## src/rtl/config_loader.sv

```systemverilog
// Purpose: clears a serial configuration chain, then shifts a byte stream into it MSB first and checks the chain tail.
// Latency: first shift one cycle after a byte is accepted, one bit per cycle, DONE on the edge of the last shift.
// Backpressure: byte_ready rises only once the shift register is empty or on its last bit, and only while unloaded bits remain.
module config_loader #(
    parameter int CHAIN_LENGTH = 5120,
    parameter int CLEAR_CYCLES = 4
) (
    input  logic       clock,
    input  logic       nreset,
    input  logic       start,
    input  logic [7:0] byte_data,
    input  logic       byte_valid,
    output logic       byte_ready,
    output logic       grid_config_in,
    output logic       grid_config_enable,
    output logic       grid_config_nreset,
    input  logic       grid_config_out,
    output logic       busy,
    output logic       done,
    output logic       fault
);
    localparam int CW = $clog2(CHAIN_LENGTH + 1);
    localparam int KW = $clog2(CLEAR_CYCLES + 1);
    localparam logic [CW-1:0] CHAIN_INIT = CW'(CHAIN_LENGTH);
    localparam logic [KW-1:0] CLEAR_LAST = KW'(CLEAR_CYCLES - 1);

    typedef enum logic [1:0] {IDLE, CLEAR, LOAD, DONE} state_t;

    state_t        state;
    logic [CW-1:0] bit_cnt;
    logic [CW-1:0] load_cnt;
    logic [7:0]    sr;
    logic [3:0]    sr_cnt;
    logic [KW-1:0] clr_cnt;
    logic          gnr_q;
    logic          fault_q;
    logic          shift;
    logic          accept;
    logic [3:0]    take;

    // load_cnt counts bits not yet captured into sr; bit_cnt counts bits not yet shifted out
    assign shift      = (state == LOAD) && (sr_cnt != 4'd0);
    assign byte_ready = (state == LOAD) && (load_cnt != '0) && (sr_cnt <= 4'd1);
    assign accept     = byte_ready && byte_valid;
    assign take       = (int'(load_cnt) >= 8) ? 4'd8 : 4'(load_cnt);

    assign grid_config_enable = shift;
    assign grid_config_in     = shift & sr[7];
    assign grid_config_nreset = gnr_q;
    assign busy               = (state == CLEAR) || (state == LOAD);
    assign done               = (state == DONE);
    assign fault              = fault_q;

    always_ff @(posedge clock or negedge nreset) begin
        if (!nreset) begin
            state    <= IDLE;
            bit_cnt  <= '0;
            load_cnt <= '0;
            sr       <= 8'd0;
            sr_cnt   <= 4'd0;
            clr_cnt  <= '0;
            gnr_q    <= 1'b0;
            fault_q  <= 1'b0;
        end else begin
            case (state)
                IDLE, DONE: begin
                    gnr_q <= 1'b1;
                    if (start) begin
                        state    <= CLEAR;
                        gnr_q    <= 1'b0;
                        fault_q  <= 1'b0;
                        bit_cnt  <= CHAIN_INIT;
                        load_cnt <= CHAIN_INIT;
                        clr_cnt  <= '0;
                        sr_cnt   <= 4'd0;
                    end
                end
                CLEAR: begin
                    if (clr_cnt == CLEAR_LAST) begin
                        state <= LOAD;
                        gnr_q <= 1'b1;
                    end else begin
                        clr_cnt <= clr_cnt + 1'b1;
                    end
                end
                LOAD: begin
                    if (shift) begin
                        bit_cnt <= bit_cnt - 1'b1;
                        // chain was just cleared, so any 1 at the tail means a broken chain
                        if (grid_config_out) fault_q <= 1'b1;
                        if (bit_cnt == CW'(1)) state <= DONE;
                    end
                    if (accept) begin
                        sr       <= byte_data;
                        sr_cnt   <= take;
                        load_cnt <= load_cnt - CW'(take);
                    end else if (shift) begin
                        sr     <= {sr[6:0], 1'b0};
                        sr_cnt <= sr_cnt - 4'd1;
                    end
                end
                default: state <= IDLE;
            endcase
        end
    end
endmodule

```

## config.mk

```make
export PLATFORM = sky130hd
export DESIGN_NAME = config_loader
export DESIGN_NICKNAME = d
export VERILOG_FILES = /design/src/rtl/config_loader.sv
export SDC_FILE = /design/constraint.sdc
export NUM_CORES = 1
export LEC_CHECK = 0
export BUFFER_PORTS_ARGS = -buffer_cell sky130_fd_sc_hd__buf_2
export CORE_MARGIN = 5
export CORE_UTILIZATION = 55
export CTS_BUF_LIST = sky130_fd_sc_hd__clkbuf_8 sky130_fd_sc_hd__clkbuf_16
export DETAILED_ROUTE_END_ITERATION = 10
export PLACE_DENSITY = 0.84
export SLEW_MARGIN = 20
export SYNTH_ARGS = -nofsm -noshare
export SYNTH_HDL_FRONTEND = slang
export SYNTH_SLANG_ARGS = --single-unit
export TNS_END_PERCENT = 30
```

## constraint.sdc

```tcl
create_clock -name clock -period 2.49 [get_ports clock]
set_input_delay 0.249 -clock clock [delete_from_list [all_inputs] [get_ports clock]]
set_output_delay 0.249 -clock clock [all_outputs]
set_load 0.05 [all_outputs]
```

==> Yosys cells after proc, flatten, opt, wreduce, memory -nomap -nowiden <==
Index checks and enable logic that the tools add are counted.
W data, S select, Z words.
{ "classes": {"n_addsub": 4, "muxes": 27, "n_lt_le_gt_ge": 2, "reduce_logical": 20, "bitwise_logic": 1, "n_eq_ne": 13} }
{ "ops": {"columns": ["operator", "count"], "rows": [
  ["$pmux W13 S2", 2],
  ["$mux W13", 3],
  ["$mux W4", 4],
  ["$mux W8", 2],
  ["$eq A13 B1 Y1 const B", 1],
  ["$ge A13 B4 Y1 const B", 1],
  ["$reduce_bool A13 Y1", 1],
  ["$sub A13 B1 Y13 const B", 1],
  ["$sub A13 B4 Y13", 1],
  ["$reduce_and A3 Y1", 4],
  ["$ne A2 B2 Y1 const B", 5],
  ["$mux W2", 4],
  ["$pmux W4 S2", 1],
  ["$reduce_and A4 Y1", 2],
  ["$mux W3", 2],
  ["$pmux W2 S3", 1],
  ["$pmux W3 S2", 1],
  ["$reduce_bool A2 Y1", 3],
  ["$mux W1", 5],
  ["$eq A2 B2 Y1 const B", 2],
  ["$le A4 B1 Y1 const B", 1],
  ["$logic_and A1 B1 Y1", 4],
  ["$ne A2 B1 Y1 const B", 2],
  ["$pmux W1 S2", 2],
  ["other kinds (11)", 12]
]} }
{ "totals": {"register_bits": 45, "out_inout_bits": 7, "word_cells": 75} }

==> Depth between registers and ports, before layout <==
Gate-level depths: netlist of run 1.
{ "depth": {"depth_word": 6, "depth_mapped": 11, "depth_no_buf": 10} }

==> Worst setup path after synthesis of run 1 <==
Ideal clock, no wire load.
{ "synth_timing": {"path_kind": "register to output", "start": "reg sr_cnt[0]", "end": "out grid_config_in", "arrival_ps": 1980, "required_time_ps": 2241, "path_buffers": 0, "stages_incl_launch_ff": 7, "path_slack_ps": 261, "cell_sequence": "dfrtp_1 > inv_1 > ha_1 > nand2_1 > nand2_1 > clkinv_1 > and2_1"} }
{ "synth_via": {"elab_chain_len": 3} }
{ "synth_rtl": {"columns": ["element", "line", "source"], "rows": [
  ["from (decl)", "33", "logic [3:0] sr_cnt;"],
  ["from (signal assigned)", "95", "sr_cnt <= take;"],
  ["from (signal assigned)", "99", "sr_cnt <= sr_cnt - 4'd1;"],
  ["$reduce_bool A4 Y1", "42", "assign shift = (state == LOAD) && (sr_cnt != 4'd0);"],
  ["$logic_and A1 B1 Y1", "42", null],
  ["net grid_config_enable", "15", "output logic grid_config_enable,"],
  ["$and A1 B1 Y1", "48", "assign grid_config_in = shift & sr[7];"],
  ["to (decl)", "14", "output logic grid_config_in,"]
]} }
The timed path passes the listed nets, and every way through them passes these cells.

==> Final worst setup path of run 1 <==
{ "layout_timing": {"start": "reg state[0]", "end": "reg load_cnt[9]"} }
{ "layout_via": {"elab_chain_len": 6, "word_cells_on_any_way": 12} }
{ "layout_rtl": {"columns": ["element", "line", "source"], "rows": [
  ["from (decl)", "29", "state_t state;"],
  ["from (signal assigned)", "56", "state <= IDLE;"],
  ["from (signal assigned)", "69", "state <= CLEAR;"],
  ["from (signal assigned)", "80", "state <= LOAD;"],
  ["$eq A2 B2 Y1", "43, 65", null],
  ["$logic_and A1 B1 Y1 (2 in series)", "43", "assign byte_ready = (state == LOAD) && (load_cnt != '0) && (sr_cnt <= 4'd1);"],
  ["$logic_and A1 B1 Y1", "44", "assign accept = byte_ready && byte_valid;"],
  ["$ne A2 B2 Y1 (no line)", null, null],
  ["$reduce_and A3 Y1 (no line)", null, null],
  ["to (signal assigned)", "96", "load_cnt <= load_cnt - CW'(take);"],
  ["to (decl)", "31", "logic [CW-1:0] load_cnt;"]
]} }
Parallel ways exist; a longest one is shown, timed or not.
A chain may end at the register's enable or synchronous reset.

==> flow_summary.json, run 1 <==
{
  "status": "finished clean",
  "async_flop_share_pct": 100,
  "start_util_pct": 57.9,
  "dpl.hpwl_um": 4060,
  "ir_drop_mv": 0.545,
  "syn_nets": 304,
  "placementRows": 24,
  "synth_mux_area_share_pct": 2.38,
  "post-route-util_pct": 66.1,
  "cts_post_setup_buffers_inserted": 0,
  "path_clk_slew_ns": 0.08,
  "num_antenna_cells": 0,
  "final.setup_skew_ns": 0.00756,
  "htreeDepth": 2,
  "p_int_mw": 2.14,
  "power_frac_seq_pct": 32.9,
  "cts.path.max_buffers": 2,
  "wire_per_inst_um": 15.0,
  "r2r_start": "state[0]",
  "cts_root_buf": "clkbuf_8",
  "fin_ws_ns": 0.168,
  "cpLargestDelayFamily": "simple AND/OR/NAND/NOR gates",
  "critPathLaunch": "state[0]",
  "totalWireLength_um": 5500,
  "grt_pass1_vias": 2200,
  "grtUsageTotal_pct": 19.8,
  "period_share_pct": 93.3,
  "yosysTopAreaCellShare_pct": 43.8,
  "tns_ns": 0,
  "dr.pass1.iters": 4,
  "switching_power_mw": 1.75,
  "grt_pass1_wl_um": 9890,
  "drt_iter0_markers": 159,
  "synth.largest_area_cell": "dfrtp_1",
  "ys_types": 53,
  "antenna_found_initial": 0,
  "critical_path.cell_chain": "inv_1 > ha_1 > nor3b_4 > o2111ai_2 > nor4_4 > or4b_1 > a21oi_1",
  "clk_latency_ns": 0.30,
  "synth_compound_area_share_pct": 16.4,
  "area_delta_synth_final_pct": 14.2,
  "fmax_mhz": 431,
  "synth-simple-area-share_pct": 23.8,
  "startpoint_type": "flip-flop",
  "synthesis.area_mm2": 0.00257,
  "die_h_um": 78.4,
  "maxCapViolations": 0,
  "die-area_mm2": 0.00614,
  "synth_area_per_cell_um2": 9.22,
  "power.total_mw": 3.89,
  "cp.arrival_ns": 2.54,
  "via_per_inst": 5.86,
  "cts_tree": "yes",
  "io_buffers": 19,
  "rsz0062_at_grt": "no",
  "tightest_slew_ns": 0.566,
  "p_per_area_mw_per_mm2": 1330,
  "numCtsBuffers": 5,
  "synth_cells": 279,
  "synth_seq_cells": 45,
  "period_minus_slack_ns": 2.32,
  "hp-class": "input pin to asynchronous set/reset pin",
  "final_max_slew_viol_count": 0,
  "p_clk_share_pct": 14.5,
  "final_hold_viol_count": 0,
  "criticalPathCategory": "flip-flop to flip-flop",
  "grt_overflow": 0,
  "setup_viol": 0,
  "switching_share_pct": 45.1,
  "ys_seq_area_share_pct": 43.8,
  "synth_adder_area_share_pct": 5.84,
  "combPwrFrac_pct": 52.6,
  "drcViolationCount": 0,
  "crit_required_ns": 2.71,
  "pre_cts_ws_ns": 0.199,
  "crit_fanout": 7,
  "cts_num_sinks": 45,
  "p_leak_nw": 1.35,
  "synth_top_family_by_area": "simple AND/OR/NAND/NOR gates",
  "vias": 2152,
  "drtAntennaViolNets": 0,
  "grt_max_degree": 46,
  "synth-edff-count": 0,
  "synth_area_leaders": "dfrtp_1 44%, ha_1 5.8%, nand2_1 5.1%, nor2_1 4.4%, o21ai_0 3.7%",
  "critical_path.max_stage_delay_ns": 0.47,
  "cp-end-kind": "flip-flop",
  "place_congestion": 0.866,
  "synth_xor_area_share_pct": 4.09,
  "finalNetCount": 339,
  "cp_num_buf_inv": 1,
  "crit_slowest_cell": "or4b_1",
  "die_x_um": 78.4,
  "coreArea_mm2": 0.00444,
  "synth_warnings": 0,
  "ios": 20,
  "layout-drive-gt1-share_pct": 15.6,
  "slew_headroom_pct": 62.3,
  "synthFlopType": "dfrtp_1"
}
## synthesized netlist by cell type, types with 2 or more instances
master,n
nand3_1,10
nand2b_1,2
nand3b_1,3
nand4_1,2
inv_1,15
o31ai_1,3
and3_1,2
a21oi_1,11
ha_1,12
mux2i_1,5
nor3_1,3
o21ai_0,19
a21o_1,2
o21a_1,3
xnor2_1,4
buf_2,2
dfrtp_1,45
nor2_1,30
o41ai_1,2
a31oi_1,10
nor2b_1,2
o221ai_1,2
and4_1,4
or3_1,7
nor4_1,7
clkbuf_1,2
xor2_1,8
a21boi_0,2
nand2_1,35
and2_1,2
## cell usage in the layout (no fill, tap or decap), drive strengths merged, types with 3 or more instances in the layout
master / n
dfrtp: 45
nand2: 35
buf: 34
nor2: 30
o21ai: 19
inv: 16
ha: 12
a21oi: 11
nand3: 10
a31oi: 10
nor4: 9
xor2: 8
or3: 7
clkbuf: 6
mux2i: 5
xnor2: 4
and4: 4
o21a: 3
nor3: 3
nand3b: 3
o31ai: 3
## cell type report
class / instances / area, um^2
timing repair buffer: 34 / 208
inverter: 16 / 60.1
fill: 376 / 1510
multi-input combinational: 212 / 1360
tap: 52 / 65.1
clock buffer: 6 / 82.6
clock inverter: 2 / 33.8
sequential: 45 / 1130
## path summary, 6_finish.rpt
path	to	slack [ns]	cells after the start
max in group asynchronous	load_cnt[3]	2.08	2
min in group clock	sr[0]	0.14	3
min reg2reg	fault	0.50	2
max reg2reg	load_cnt[9]	0.17	7
max	load_cnt[9]	0.17	7
min	bit_cnt[4]	0.02	2
## routing by layer
layer	up-vias	global-route usage [%]	share of wire, %	wire [um]
met2	24	34.2	49	2720
met1	1054	24.8	46	2530
li1	1067	-	-	-
met5	-	0	0	0
met4	0	6.29	1.4	75
met3	7	4.35	3.1	172
## timing repair
| item | 4_1_cts | 5_1_grt |
|---|---|---|
| resized for setup | 0 | 1 |
| endpoints found under the setup margin | 0 | 1 |
| hold buffers | 0 | 0 |
## power by group through the flow
| stage | clock network (mW) | registers, mW | logic, mW |
|---|---|---|---|
| finish | 0.564 | 1.28 | 2.05 |
| global route | 0.609 | 1.32 | 2.28 |
| CTS | 0.577 | 1.27 | 2.04 |
| detailed placement | 0 | 1.29 | 2.04 |
| global placement | 0 | 1.27 | 1.96 |
| floorplan | 0 | 1.28 | 1.45 |
## flip-flops by register name (all words and copies together), names as in the netlist
register / flops
grid_config_nreset: 1
clr_cnt: 3
state: 2
load_cnt: 13
fault: 1
sr: 8
sr_cnt: 4
bit_cnt: 13
## through the flow
stage | cell area, um^2 | cells | hold slack [ns]
global placement | 2810 | 359 | 0.367
CTS | 2930 | 367 | 0.0461
floorplan | 2570 | 279 | -0.0466
detailed placement | 2810 | 359 | 0.372
global route | 2940 | 367 | 0.0821
finish | 2940 | 367 | 0.0154
## cell families after synthesis
group                      Yosys count
buffers and inverters               22
muxes                                6
and+or+nand+nor                    117
AOI/OAI and AO/OA                   64
DFF                                 45
xor gates and xnor gates            12
other                                1
adders and majority gates           12
## worst register-to-register path: cells and delay by family (launching register included)
| family | cells | cell delay (ns) |
|---|---|---|
| AOI/OAI and AO/OA | 2 | 0.44 |
| DFF | 1 | 0.43 |
| buffers and inverters | 1 | 0.09 |
| adders and majority gates | 1 | 0.17 |
| and+or+nand+nor | 3 | 1.12 |
Power figures use the tool's default switching activity.
==> run 2: changes to the inputs <==
--- a/config.mk
+++ b/config.mk
@@ -10,8 +10,7 @@
 export CORE_UTILIZATION = 55
 export CTS_BUF_LIST = sky130_fd_sc_hd__clkbuf_8 sky130_fd_sc_hd__clkbuf_16
 export DETAILED_ROUTE_END_ITERATION = 10
-export PLACE_DENSITY = 0.84
-export SLEW_MARGIN = 20
+export PLACE_DENSITY = 0.74
 export SYNTH_ARGS = -nofsm -noshare
 export SYNTH_HDL_FRONTEND = slang
 export SYNTH_SLANG_ARGS = --single-unit
==> flow_summary.json, run 2 (synthesized netlist as in run 1, its figures left out) <==
{
  "status": "finished clean",
  "mostFrequentLayoutCells": "45 x dfrtp_1, 35 x nand2_1, 30 x nor2_1",
  "coreArea_mm2": 0.00444,
  "crit_fanout": 7,
  "p_leak_nw": 1.34,
  "fmax_mhz": 426,
  "p_per_area_mw_per_mm2": 1310,
  "clk_latency_ns": 0.31,
  "ios": 20,
  "nFillCells": 354,
  "drtAntennaViolNets": 0,
  "criticalPathCategory": "flip-flop to flip-flop",
  "io_buffers": 19,
  "busiest_layer": "met2",
  "die_h_um": 78.4,
  "final_common_cell": "dfrtp_1",
  "grt_use_met1_pct": 24.5,
  "cp-end-kind": "flip-flop",
  "path_clk_slew_ns": 0.09,
  "area_delta_synth_final_pct": 14.3,
  "via_per_inst": 5.81,
  "setup_viol": 0,
  "period_minus_slack_ns": 2.35,
  "dr.pass1.iters": 4,
  "wire_per_inst_um": 14.5,
  "vias": 2126,
  "reg_top3": "bit_cnt x13, load_cnt x13, sr x8",
  "htreeDepth": 2,
  "cts_root_buf": "clkbuf_8",
  "tns_ns": 0,
  "r2r_end": "load_cnt[9]",
  "r2r_start": "state[0]",
  "place_area_mm2": 0.00280,
  "drcViolationCount": 0,
  "grtUsageTotal_pct": 18.4,
  "start_util_pct": 57.9,
  "grt_max_degree": 25,
  "cts_num_sinks": 45,
  "drt_iter0_markers": 78,
  "rrSetupSlack_ns": 0.14,
  "startpoint_type": "flip-flop",
  "grt_pass1_wl_um": 9100,
  "critPathLaunch": "state[0]",
  "die_x_um": 78.4,
  "dpl.hpwl_um": 3940,
  "crit_path_end": "load_cnt[9]",
  "final_hold_viol_count": 0,
  "slew_headroom_pct": 62.7,
  "final.setup_skew_ns": 0.0113,
  "ir_drop_mv": 0.552,
  "cts_tree": "yes",
  "num_antenna_cells": 0,
  "worst_r2r_path_depth": 7,
  "period_share_pct": 94.3,
  "grt_pass1_vias": 1939,
  "crit_required_ns": 2.72,
  "finalNetCount": 338,
  "grt_util_met3_pct": 3.55,
  "antenna_found_initial": 0,
  "hp-class": "input pin to flip-flop",
  "final_max_slew_viol_count": 0,
  "place_congestion": 0.806,
  "cp.arrival_ns": 2.58,
  "rsz0062_at_grt": "no",
  "maxCapViolations": 0,
  "met2_usage_pct": 30.4,
  "layout-drive-gt1-share_pct": 15.6,
  "totalWireLength_um": 5300,
  "numCtsBuffers": 5,
  "grt_overflow": 0,
  "die-area_mm2": 0.00614,
  "placementRows": 24,
  "final_area_mm2": 0.00294,
  "tightest_slew_ns": 0.559,
  "cts.path.max_buffers": 2
}
-- run 2: cell count changes in the layout (fill, tap and decap cells not counted), sizes merged --
cell	delta
inv	-1
dlygate4sd3	+1
buf	-2
clkinvlp	+1
-- run 2: worst min-delay path by stage --
stage / startpoint / slack, ns / endpoint / depth (start not counted)
CTS: byte_data[0] / 0.14 / sr[0] / 3
detailed placement: nreset / 0.27 / bit_cnt[3] / 1
floorplan: nreset / -0.05 / bit_cnt[0] / 0
global route: byte_data[0] / 0.16 / sr[0] / 3
finish: byte_data[0] / 0.14 / sr[0] / 3
global placement: nreset / 0.27 / bit_cnt[6] / 1
-- run 2: report_power, final --
group | switching (mW) | internal (mW)
registers | 0.257 | 1.02
clock network | 0.255 | 0.326
logic | 1.22 | 0.782
total | 1.74 | 2.13
-- run 2: layout make-up --
class	count	area (um^2)	share of cell area (%)
flip-flops and latches	45	1130	38.3
clock buffers	6	82.6	2.81
inverters	16	60.1	2.04
repair buffers	33	203	6.90
multi-input cells	212	1370	46.4
well taps	52	65.1	2.21
clock inverters	2	37.5	1.28
-- run 2: per-layer routing --
| layer | share of wire (%) | wire, um |
|---|---|---|
| met5 | 0 | 0 |
| met4 | 1.2 | 66 |
| met3 | 3.6 | 192 |
| met2 | 47 | 2510 |
| met1 | 48 | 2530 |
-- run 2: stage by stage --
stage | hold slack, ns | total power, mW | setup WS, ns | utilization [%] | std cells
after floorplan | -0.0466 | 2.73 | 0.261 | - | 279
after global placement | 0.266 | 3.22 | 0.275 | 63.0 | 357
after detailed placement | 0.273 | 3.29 | 0.204 | 63.0 | 357
after CTS | 0.137 | 3.88 | 0.159 | 65.9 | 366
after global routing | 0.160 | 4.19 | 0.000779 | 66.1 | 366
final | 0.142 | 3.86 | 0.141 | 66.1 | 366
-- run 2: worst max-delay path, stage by stage, from the launching register on --
cell and delay, ns:
dfrtp_1 0.43, inv_1 0.09, ha_1 0.19, nor3b_4 0.39, o2111ai_2 0.29, nor4_4 0.27
or4b_1 0.46, a21oi_1 0.14
-- run 2: timing repair --
item | CTS | global route
endpoints found under the hold margin | 23 | 0
buffers inserted | 0 | 0
resized for setup | 0 | 2
hold buffers | 1 | 0
endpoints found under the setup margin | 0 | 2
==> run 3: changes to the inputs <==
--- a/config.mk
+++ b/config.mk
@@ -5,12 +5,14 @@
 export SDC_FILE = /design/constraint.sdc
 export NUM_CORES = 1
 export LEC_CHECK = 0
-export BUFFER_PORTS_ARGS = -buffer_cell sky130_fd_sc_hd__buf_2
+export ABC_AREA = 1
+export BUFFER_PORTS_ARGS = -buffer_cell sky130_fd_sc_hd__clkbuf_2
 export CORE_MARGIN = 5
 export CORE_UTILIZATION = 55
 export CTS_BUF_LIST = sky130_fd_sc_hd__clkbuf_8 sky130_fd_sc_hd__clkbuf_16
 export DETAILED_ROUTE_END_ITERATION = 10
 export PLACE_DENSITY = 0.74
+export SKIP_LAST_GASP = 1
 export SYNTH_ARGS = -nofsm -noshare
 export SYNTH_HDL_FRONTEND = slang
 export SYNTH_SLANG_ARGS = --single-unit
==> flow_summary.json, run 3 <==
{
  "status": "finished clean",
  "reg_top3": "bit_cnt x13, load_cnt x13, sr x8",
  "grt_pass1_vias": 1968,
  "grt_util_met3_pct": 4.06,
  "cp-end-kind": "output port",
  "async_flop_share_pct": 100,
  "final_max_slew_viol_count": 0,
  "synth_top_family_by_area": "simple AND/OR/NAND/NOR gates",
  "placementRows": 25,
  "drcViolationCount": 0,
  "synth_common_cells": "54 x nand2_1, 45 x dfrtp_1, 41 x nor2_1, 37 x inv_1, 21 x nand3_1",
  "wire_per_inst_um": 11.8,
  "synth_adder_area_share_pct": 5.64,
  "synthFlopType": "dfrtp_1",
  "synth.most_common_cell": "nand2_1",
  "slew_headroom_pct": 62.7,
  "synthesis.area_mm2": 0.00266,
  "coreArea_mm2": 0.00472,
  "p_per_area_mw_per_mm2": 1370,
  "ys_types": 41,
  "die_h_um": 79.6,
  "cts_root_buf": "clkbuf_8",
  "place_congestion": 0.844,
  "synth-simple-area-share_pct": 30.5,
  "startpoint_type": "flip-flop",
  "tightest_slew_ns": 0.559,
  "grt_use_met1_pct": 24.1,
  "synth_area_leaders": "dfrtp_1 42%, nand2_1 7.6%, nor2_1 5.8%, ha_1 5.6%, inv_1 5.2%",
  "synth_compound_area_share_pct": 13.0,
  "grtUsageTotal_pct": 17.4,
  "antenna_found_initial": 0,
  "num_antenna_cells": 0,
  "period_minus_slack_ns": 2.21,
  "via_per_inst": 5.12,
  "synth.largest_area_cell": "dfrtp_1",
  "layout-drive-gt1-share_pct": 17.7,
  "maxCapViolations": 0,
  "p_leak_nw": 1.42,
  "dr.pass1.iters": 4,
  "die-area_mm2": 0.00633,
  "io_buffers": 19,
  "hp-class": "input pin to asynchronous set/reset pin",
  "grt_overflow": 0,
  "pre_cts_ws_ns": 0.429,
  "yosysTopAreaCellShare_pct": 42.3,
  "ir_drop_mv": 0.851,
  "holdWs_ns": 0.0213,
  "synth_area_per_cell_um2": 8.12,
  "mostFrequentLayoutCells": "54 x nand2_1, 45 x dfrtp_1, 41 x nor2_1",
  "cts_tree": "yes",
  "grt_max_degree": 46,
  "vias": 2136,
  "synth_mux_area_share_pct": 0,
  "cts_post_setup_buffers_inserted": 0,
  "path_clk_slew_ns": 0.09,
  "met2_usage_pct": 26.8,
  "rrSetupSlack_ns": 0.43,
  "critical_path.max_stage_delay_ns": 0.42,
  "crit_required_ns": 2.24,
  "start_util_pct": 56.4,
  "crit_fanout": 9,
  "clk_latency_ns": 0.30,
  "period_share_pct": 88.9,
  "synth_xor_area_share_pct": 0.658,
  "final_common_cell": "nand2_1",
  "syn_nets": 353,
  "finalNetCount": 375,
  "final_hold_viol_count": 0,
  "cp.arrival_ns": 1.96,
  "numCtsBuffers": 5,
  "cts_num_sinks": 45,
  "final.setup_skew_ns": 0.0104,
  "setup_viol": 0,
  "synth-edff-count": 0,
  "busiest_layer": "met2",
  "rsz0062_at_grt": "no",
  "drtAntennaViolNets": 0,
  "crit_slowest_cell": "dfrtp_1",
  "die_x_um": 79.6,
  "ios": 20,
  "fin_ws_ns": 0.277,
  "tns_ns": 0,
  "grt_pass1_wl_um": 8760,
  "critical_path.cell_chain": "inv_1 > ha_1 > nor2_1 > nor2_4 > a21boi_2 > clkbuf_2",
  "ys_seq_area_share_pct": 42.3,
  "dpl.hpwl_um": 3620,
  "synth_seq_cells": 45,
  "cts_hold_buffers": 0,
  "post_cts_resized": 0,
  "synth_warnings": 0,
  "drt_iter0_markers": 103,
  "cts.path.max_buffers": 2,
  "area_delta_synth_final_pct": 9.12,
  "htreeDepth": 2,
  "synth_cells": 328,
  "criticalPathCategory": "flip-flop to output port",
  "fmax_mhz": 452,
  "totalWireLength_um": 4910,
  "power.total_mw": 3.98
}
## run 3: cell types whose count changed after synthesis, sizes merged, moves of 4 or more
cell | before | now
nor2 | 30 | 50
nand4 | 2 | 10
nand2 | 35 | 63
xor2 | 8 | 1
inv | 15 | 43
o21ai | 19 | 25
nand3 | 10 | 25
a21oi | 11 | 19
mux2i | 5 | 0
nor4 | 9 | 0
or3 | 7 | 0
and4 | 4 | 0
## run 3: critical path: cells and delay by family (launching register included)
kind                     cells  cell delay (ns)
buffers and inverters        2             0.46
AND/OR/NAND/NOR              2             0.21
adder cells (fa/ha/maj)      1             0.19
flip-flops                   1             0.42
AO/OA/AOI/OAI                1             0.38
## run 3: cells by family (layout without fill, tap and decap cells)
logic type      Yosys count  after routing
flops                    45             45
simple gates            158            158
compound gates           60             60
other cells               1              1
fa+ha+maj                12             12
buf+inv                  50             72
xor+xnor                  2              2
## run 3: worst paths after layout
path                            startpoint           end  depth (start not counted)
setup / recovery                 sr_cnt[0]    byte_ready                          6
hold / removal                      nreset  load_cnt[10]                          2
setup reg to reg                  state[0]   bit_cnt[12]                         13
hold reg to reg                 bit_cnt[9]    bit_cnt[9]                          1
max in group asynchronous           nreset    bit_cnt[1]                          2
min in group clock         grid_config_out         fault                          3
## run 3: final cells by class
cell class | instances | area, um^2
multi-input combinational | 233 | 1330
sequential | 45 | 1130
fill | 412 | 1820
inverter | 44 | 168
tap | 67 | 83.8
timing repair buffer | 21 | 110
clock inverter | 1 | 3.75
clock buffer | 6 | 82.6
## run 3: through the flow
step	std cells	cell area, um^2	utilization (%)
after floorplan	328	2670	-
after global placement	410	2820	59.7
after detailed placement	410	2820	59.7
after CTS	417	2910	61.5
after global routing	417	2910	61.5
final	417	2910	61.5
## run 3: report_power, final
group | internal [mW] | switching, mW | leakage [nW]
logic | 0.760 | 1.55 | 0.812
registers | 1.01 | 0.206 | 0.557
clock network | 0.216 | 0.238 | 0.0485
## run 3: metal layers
layer	wire length [um]	share of wire (%)
met5	0	0
met4	66	1.3
met3	170	3.5
met2	2220	45
met1	2460	50
